$ cat config.mk
export PLATFORM = sky130hd
export DESIGN_NAME = safecrack_lock_ctrl
export DESIGN_NICKNAME = d
export VERILOG_FILES = /design/src/rtl/safecrack_lock_ctrl.sv
export SDC_FILE = /design/constraint.sdc
export NUM_CORES = 1
export LEC_CHECK = 0
export BUFFER_PORTS_ARGS = -buffer_cell sky130_fd_sc_hd__buf_2
export CAP_MARGIN = 20
export CORE_ASPECT_RATIO = 0.9
export CORE_MARGIN = 4
export CORE_UTILIZATION = 50
export DETAILED_ROUTE_END_ITERATION = 8
export HOLD_SLACK_MARGIN = 0.05
export PLACE_DENSITY_LB_ADDON = 0.05
export SYNTH_ARGS = -nofsm -noshare
export SYNTH_HDL_FRONTEND = slang
export SYNTH_SLANG_ARGS = --single-unit
$ cat constraint.sdc
create_clock -name clk -period 3 [get_ports clk]
set_input_delay 0.15 -clock clk [delete_from_list [all_inputs] [get_ports clk]]
set_output_delay 0.15 -clock clk [all_outputs]
set_load 0.03 [all_outputs]
$ cat src/rtl/safecrack_lock_ctrl.sv
// Keypad lock controller: code entry with sticky mismatch, failure counting with timed
// lockout, idle discard of partial entries, and in-place reprogramming while open.
module safecrack_lock_ctrl #(
    parameter int unsigned CODE_LEN  = 3,
    parameter int unsigned BTN_W     = 4,
    parameter int unsigned MAX_ERR   = 3,
    parameter int unsigned LOCK_SECS = 10,
    parameter int unsigned IDLE_SECS = 5,
    parameter logic [CODE_LEN*BTN_W-1:0] DEFAULT_CODE = {4'b0111, 4'b1101, 4'b1101}
) (
    input  logic                 clk,
    input  logic                 rst,
    input  logic                 tick,
    input  logic [BTN_W-1:0]     btn,
    input  logic                 ms,
    input  logic                 relock,
    output logic                 unlocked,
    output logic                 prog,
    output logic                 locked_out,
    output logic [MAX_ERR-1:0]   leds_erros,
    output logic [LOCK_SECS-1:0] leds_segundos
);

    localparam int unsigned IDX_W  = (CODE_LEN > 1) ? $clog2(CODE_LEN) : 1;
    localparam int unsigned ERR_W  = $clog2(MAX_ERR + 1);
    localparam int unsigned SEC_W  = $clog2(LOCK_SECS + 1);
    localparam int unsigned IDLE_W = (IDLE_SECS > 0) ? $clog2(IDLE_SECS + 1) : 1;
    localparam bit          IDLE_EN = (IDLE_SECS > 0);

    typedef enum logic [1:0] {
        ST_ENTRY   = 2'd0,
        ST_OPEN    = 2'd1,
        ST_PROG    = 2'd2,
        ST_LOCKOUT = 2'd3
    } state_e;

    state_e             state_q, state_d;
    logic [BTN_W-1:0]   btn_prev_q;
    logic [IDX_W-1:0]   idx_q, idx_d;
    logic               mismatch_q, mismatch_d;
    logic [ERR_W-1:0]   err_cnt_q, err_cnt_d;
    logic [SEC_W-1:0]   sec_cnt_q, sec_cnt_d;
    logic [IDLE_W-1:0]  idle_cnt_q, idle_cnt_d;
    logic [BTN_W-1:0]   code_q [CODE_LEN];
    logic [BTN_W-1:0]   code_d [CODE_LEN];
    logic [BTN_W-1:0]   shadow_q [CODE_LEN];
    logic [BTN_W-1:0]   shadow_d [CODE_LEN];

    logic                 unlocked_d, prog_d, locked_out_d;
    logic [MAX_ERR-1:0]   leds_erros_d;
    logic [LOCK_SECS-1:0] leds_segundos_d;

    logic               press;
    logic               last_digit;
    logic               digit_bad;
    logic               idle_hit;
    logic [ERR_W-1:0]   err_inc;

    // Next-state, counters and registered-output decode
    always_comb begin
        state_d    = state_q;
        idx_d      = idx_q;
        mismatch_d = mismatch_q;
        err_cnt_d  = err_cnt_q;
        sec_cnt_d  = sec_cnt_q;
        idle_cnt_d = idle_cnt_q;
        code_d     = code_q;
        shadow_d   = shadow_q;

        press      = (btn != '0) && (btn_prev_q == '0);
        last_digit = (idx_q == IDX_W'(CODE_LEN - 1));
        digit_bad  = (btn != code_q[idx_q]);
        err_inc    = (err_cnt_q == ERR_W'(MAX_ERR)) ? err_cnt_q : err_cnt_q + ERR_W'(1);

        // Idle seconds only accumulate while a partial entry is pending
        if (press || (idx_q == '0) || !IDLE_EN) begin
            idle_cnt_d = '0;
        end else if (tick) begin
            idle_cnt_d = idle_cnt_q + IDLE_W'(1);
        end
        idle_hit = IDLE_EN && (idx_q != '0) && tick && !press &&
                   (idle_cnt_q == IDLE_W'(IDLE_SECS - 1));

        case (state_q)
            ST_ENTRY: begin
                if (press) begin
                    if (last_digit) begin
                        idx_d      = '0;
                        mismatch_d = 1'b0;
                        if (!(mismatch_q || digit_bad)) begin
                            state_d   = ST_OPEN;
                            err_cnt_d = '0;
                        end else begin
                            err_cnt_d = err_inc;
                            if (err_inc == ERR_W'(MAX_ERR)) begin
                                state_d   = ST_LOCKOUT;
                                sec_cnt_d = '0;
                            end
                        end
                    end else begin
                        idx_d      = idx_q + IDX_W'(1);
                        mismatch_d = mismatch_q || digit_bad;
                    end
                end else if (idle_hit) begin
                    idx_d      = '0;
                    mismatch_d = 1'b0;
                end
            end
            ST_OPEN: begin
                idx_d = '0;
                if (relock) begin
                    state_d = ST_ENTRY;
                end else if (ms) begin
                    state_d = ST_PROG;
                end
            end
            ST_PROG: begin
                if (!ms) begin
                    state_d = ST_OPEN;
                    idx_d   = '0;
                end else if (press) begin
                    shadow_d[idx_q] = btn;
                    if (last_digit) begin
                        code_d        = shadow_q;
                        code_d[idx_q] = btn;
                        state_d       = ST_ENTRY;
                        idx_d         = '0;
                    end else begin
                        idx_d = idx_q + IDX_W'(1);
                    end
                end else if (idle_hit) begin
                    state_d = ST_OPEN;
                    idx_d   = '0;
                end
            end
            ST_LOCKOUT: begin
                if (tick) begin
                    if (sec_cnt_q == SEC_W'(LOCK_SECS - 1)) begin
                        state_d   = ST_ENTRY;
                        err_cnt_d = '0;
                        sec_cnt_d = '0;
                    end else begin
                        sec_cnt_d = sec_cnt_q + SEC_W'(1);
                    end
                end
            end
            default: begin
                state_d = ST_ENTRY;
                idx_d   = '0;
            end
        endcase

        unlocked_d   = (state_d == ST_OPEN);
        prog_d       = (state_d == ST_PROG);
        locked_out_d = (state_d == ST_LOCKOUT);
        for (int unsigned i = 0; i < MAX_ERR; i++) begin
            leds_erros_d[i] = (32'(err_cnt_d) > i);
        end
        for (int unsigned i = 0; i < LOCK_SECS; i++) begin
            leds_segundos_d[i] = (32'(sec_cnt_d) > i);
        end
    end

    // State, datapath and output registers
    always_ff @(posedge clk or negedge rst) begin
        if (!rst) begin
            state_q       <= ST_ENTRY;
            btn_prev_q    <= '0;
            idx_q         <= '0;
            mismatch_q    <= 1'b0;
            err_cnt_q     <= '0;
            sec_cnt_q     <= '0;
            idle_cnt_q    <= '0;
            for (int unsigned i = 0; i < CODE_LEN; i++) begin
                code_q[i]   <= DEFAULT_CODE[(CODE_LEN - 1 - i) * BTN_W +: BTN_W];
                shadow_q[i] <= '0;
            end
            unlocked      <= 1'b0;
            prog          <= 1'b0;
            locked_out    <= 1'b0;
            leds_erros    <= '0;
            leds_segundos <= '0;
        end else begin
            state_q       <= state_d;
            btn_prev_q    <= btn;
            idx_q         <= idx_d;
            mismatch_q    <= mismatch_d;
            err_cnt_q     <= err_cnt_d;
            sec_cnt_q     <= sec_cnt_d;
            idle_cnt_q    <= idle_cnt_d;
            code_q        <= code_d;
            shadow_q      <= shadow_d;
            unlocked      <= unlocked_d;
            prog          <= prog_d;
            locked_out    <= locked_out_d;
            leds_erros    <= leds_erros_d;
            leds_segundos <= leds_segundos_d;
        end
    end

endmodule

==> metrics <==
outcome=finished clean; Pwr Total=a little under 0.002 W; antenna violations before repair=0; Worst-Skew Late Latency=0.31 ns; final WL=just under 5 mm; Slew Limit Fails=0; layout cell share with drive strength beyond 1=a little under a third; via/cell ratio=roughly 5.3; Die Y=around 76 um; clk sink count=53; Peak Freq=slightly below 400 MHz; Min-Delay Path Class=in2reg; Post-Route Skew=around 0.011 ns; RSZ-0062 raised after global routing=no; CTS Root Cell=clkbuf_8; minimum clock period after layout=roughly 2.6 ns; Worst Setup Start Kind=register; CTS tree=done; post-synth cell types=50; Syn Area/Cell=about 12 sq um; DRC=0; IO Pins=25; simple-gate share of the synthesized area=12.9%; Synth Area in Adders=roughly 4.4%; clock tree buffer depth=2; multiplexer share of the synthesized area=a little over a tenth; crit-path max cell delay=about 0.53 ns; post-DP HPWL=around 3.5 mm; Filler cells=426; wire per inst=15.1 um; setup TNS=0 ns; post-synthesis compound-gate area fraction=between 10% and 20%; drt first-iter violations=53; worst path arrival time=around 2.8 ns; All-Layer GR Usage=17.1%; area grow syn2layout=13.8%; Max Cap Viol=0; kind of critical path=reg2reg; xor/xnor cell area share of the yosys netlist=about 2.4%; vias in the first global route=between 1,500 and 2,000; # H-tree levels=2; Ys Warns=0; Worst Path Max Fanout=13; gr ovfl total=0; final net count=around 280; pwr dens=between 600 and 700 nW/um^2; sequential share of the synthesized area=a little over half; routability cong.=0.794; Least-Margin Pin Slew=between 0.7 and 0.8 ns; FP Rows=24; Async S/R FF share, synth=100%; Final ANT Viol Nets=0; I/O Buffers=24; worst path cell trace=or4_1, nor2_2, buf_4, or3_1, nand4_1, a311oi_2, inv_1, a2111oi_2; DRT Pass-1 Iters=4; max_slew headroom=47.7%; final setup vio count=0; Final Hold Vio Count=0; register bit total from synthesis=between 50 and 60; Top FF cell, synth=dfrtp_1; clk slew on worst S/H paths=0.11 ns; largest net degree at the start of global routing=36; leakage power=~1.4 nW; worst vdd ir=0.328 mV; final period utilization=approximately 86%; largest family of logic cells by synthesized area=compound AO/OA/AOI/OAI gates; global-route wire length before repair=8.82 mm; Post-synth EDFFs=0; Post-Syn Area=roughly 2600 sq um; Die W=about 83 um; CTS buffer count=5; CP endpoint kind=register; Slowest-stage cell, CP=or4_1; Worst Path Required=between 3 and 4 ns; Core Box Area=4890 sq um; Vias=between 1,500 and 2,000; Syn Inst Count=approximately 220; full die area=roughly 6300 sq um; Syn Nets=241; initial core utilization=a little over half; Inserted Diodes=0
## cell families after synthesis
kind of cell             count (synthesis)
flip-flops                              53
XOR/XNOR                                 7
AND/OR/NAND/NOR                         64
adder cells (fa/ha/maj)                  9
AO/OA/AOI/OAI                           41
multiplexers                            25
buffers and inverters                   24
## cell usage after synthesis (2+ instances only)
cell type,count,area [sq um]
nor2_1,9,33.8
nand2_1,17,63.8
inv_1,15,56.3
buf_2,3,15.0
nand3_1,5,25.0
mux2_2,20,225
nand2b_1,3,18.8
buf_4,2,15.0
nor3_1,10,50.1
nand4_1,3,18.8
a211oi_1,3,22.5
or3_1,3,18.8
a32o_1,3,30.0
clkbuf_1,3,11.3
o21ai_0,10,50.1
mux2i_1,5,50.1
dfstp_2,9,236
nand3b_1,3,22.5
dfrtp_1,44,1100
nor2b_1,3,18.8
xnor2_1,6,52.6
a21oi_1,7,35.0
ha_1,9,113
a21o_1,2,15.0
## worst max-delay path: cells and delay by family (launching register included)
| kind | cells | cell delay (ns) |
|---|---|---|
| buf+inv | 2 | 0.34 |
| simple gates | 4 | 0.98 |
| flops | 1 | 0.37 |
| compound gates | 2 | 0.79 |
## final cells by class
type	instances	area (sq um)	area share, %
Multi-Input combinational cell	146	1130	38.6
Clock inverter	3	28.8	0.986
Inverter	16	60.1	2.06
Clock buffer	5	68.8	2.36
Sequential cell	53	1340	45.8
Timing Repair Buffer	35	215	7.38
Tap cell	65	81.3	2.79
## placed cells by master, fill, tap and decap left out, types with 2 or more instances in the layout
cell type / instances
buf_2: 24
nor3_1: 10
nand4_1: 3
clkbuf_8: 5
buf_4: 6
nor2b_1: 3
o21ai_0: 10
dfstp_2: 9
xnor2_1: 6
mux2_2: 20
ha_1: 9
a21o_1: 2
dfrtp_1: 44
nand3b_1: 3
inv_1: 15
nor2_1: 9
a32o_1: 3
dlygate4sd3_1: 5
nand3_1: 5
a211oi_1: 3
or3_1: 3
a21oi_1: 7
nand2_1: 17
nand2b_1: 3
mux2i_1: 5
## state kept, by name (all words and copies together) (netlist names), 3 cells and up
register,count
leds_segundos,9
leds_erros,3
code_q,12
sec_cnt_q,4
btn_prev_q,4
shadow_q,8
idle_cnt_q,3
## metal layers
metal / vias to the layer above / track usage (%) / wire (um)
li1: 857 / - / -
met1: 839 / 24.6 / 2480
met2: 24 / 25.3 / 2170
met3: 4 / 4.66 / 192
met4: 0 / 5.31 / 44
met5: - / 0 / 0
## stage by stage
stage / worst slack (ns) / util, % / std cells / hold WS, ns / area [sq um]
after floorplan: 0.689 / - / 223 / -0.146 / 2560
after global placement: 0.499 / 56.6 / 310 / 0.271 / 2770
after detailed placement: 0.446 / 56.6 / 310 / 0.275 / 2770
after CTS: 0.419 / 59.6 / 323 / 0.207 / 2920
after global routing: 0.235 / 59.6 / 323 / 0.204 / 2920
final: 0.417 / 59.6 / 323 / 0.223 / 2920
## path summary, 6_finish.rpt
kind | depth (start not counted) | from | slack [ns] | endpoint
min reg2reg | 1 | shadow_q[9] | 0.51 | shadow_q[9]
min | 3 | tick | 0.22 | idle_cnt_q[0]
min in group asynchronous | 2 | rst | 0.45 | leds_erros[1]
max reg2reg | 8 | btn_prev_q[1] | 0.42 | locked_out
max in group asynchronous | 3 | rst | 1.74 | code_q[2]
max | 8 | btn_prev_q[1] | 0.42 | locked_out
## report_power, final
part / switching, W / leakage (nW) / internal, W
Sequential: 0.0000728 / 0.686 / 0.000800
Clock: 0.000259 / 0.0506 / 0.000175
Combinational: 0.000431 / 0.643 / 0.000239
Total: 0.000763 / 1.38 / 0.00121
## timing repair
action / CTS / global route
hold buffers: 5 / 0
resized for setup: 0 / 0
endpoints found under the hold margin: 35 / 0
setup buffers: 0 / 0
(Power assumes the default switching activity.)
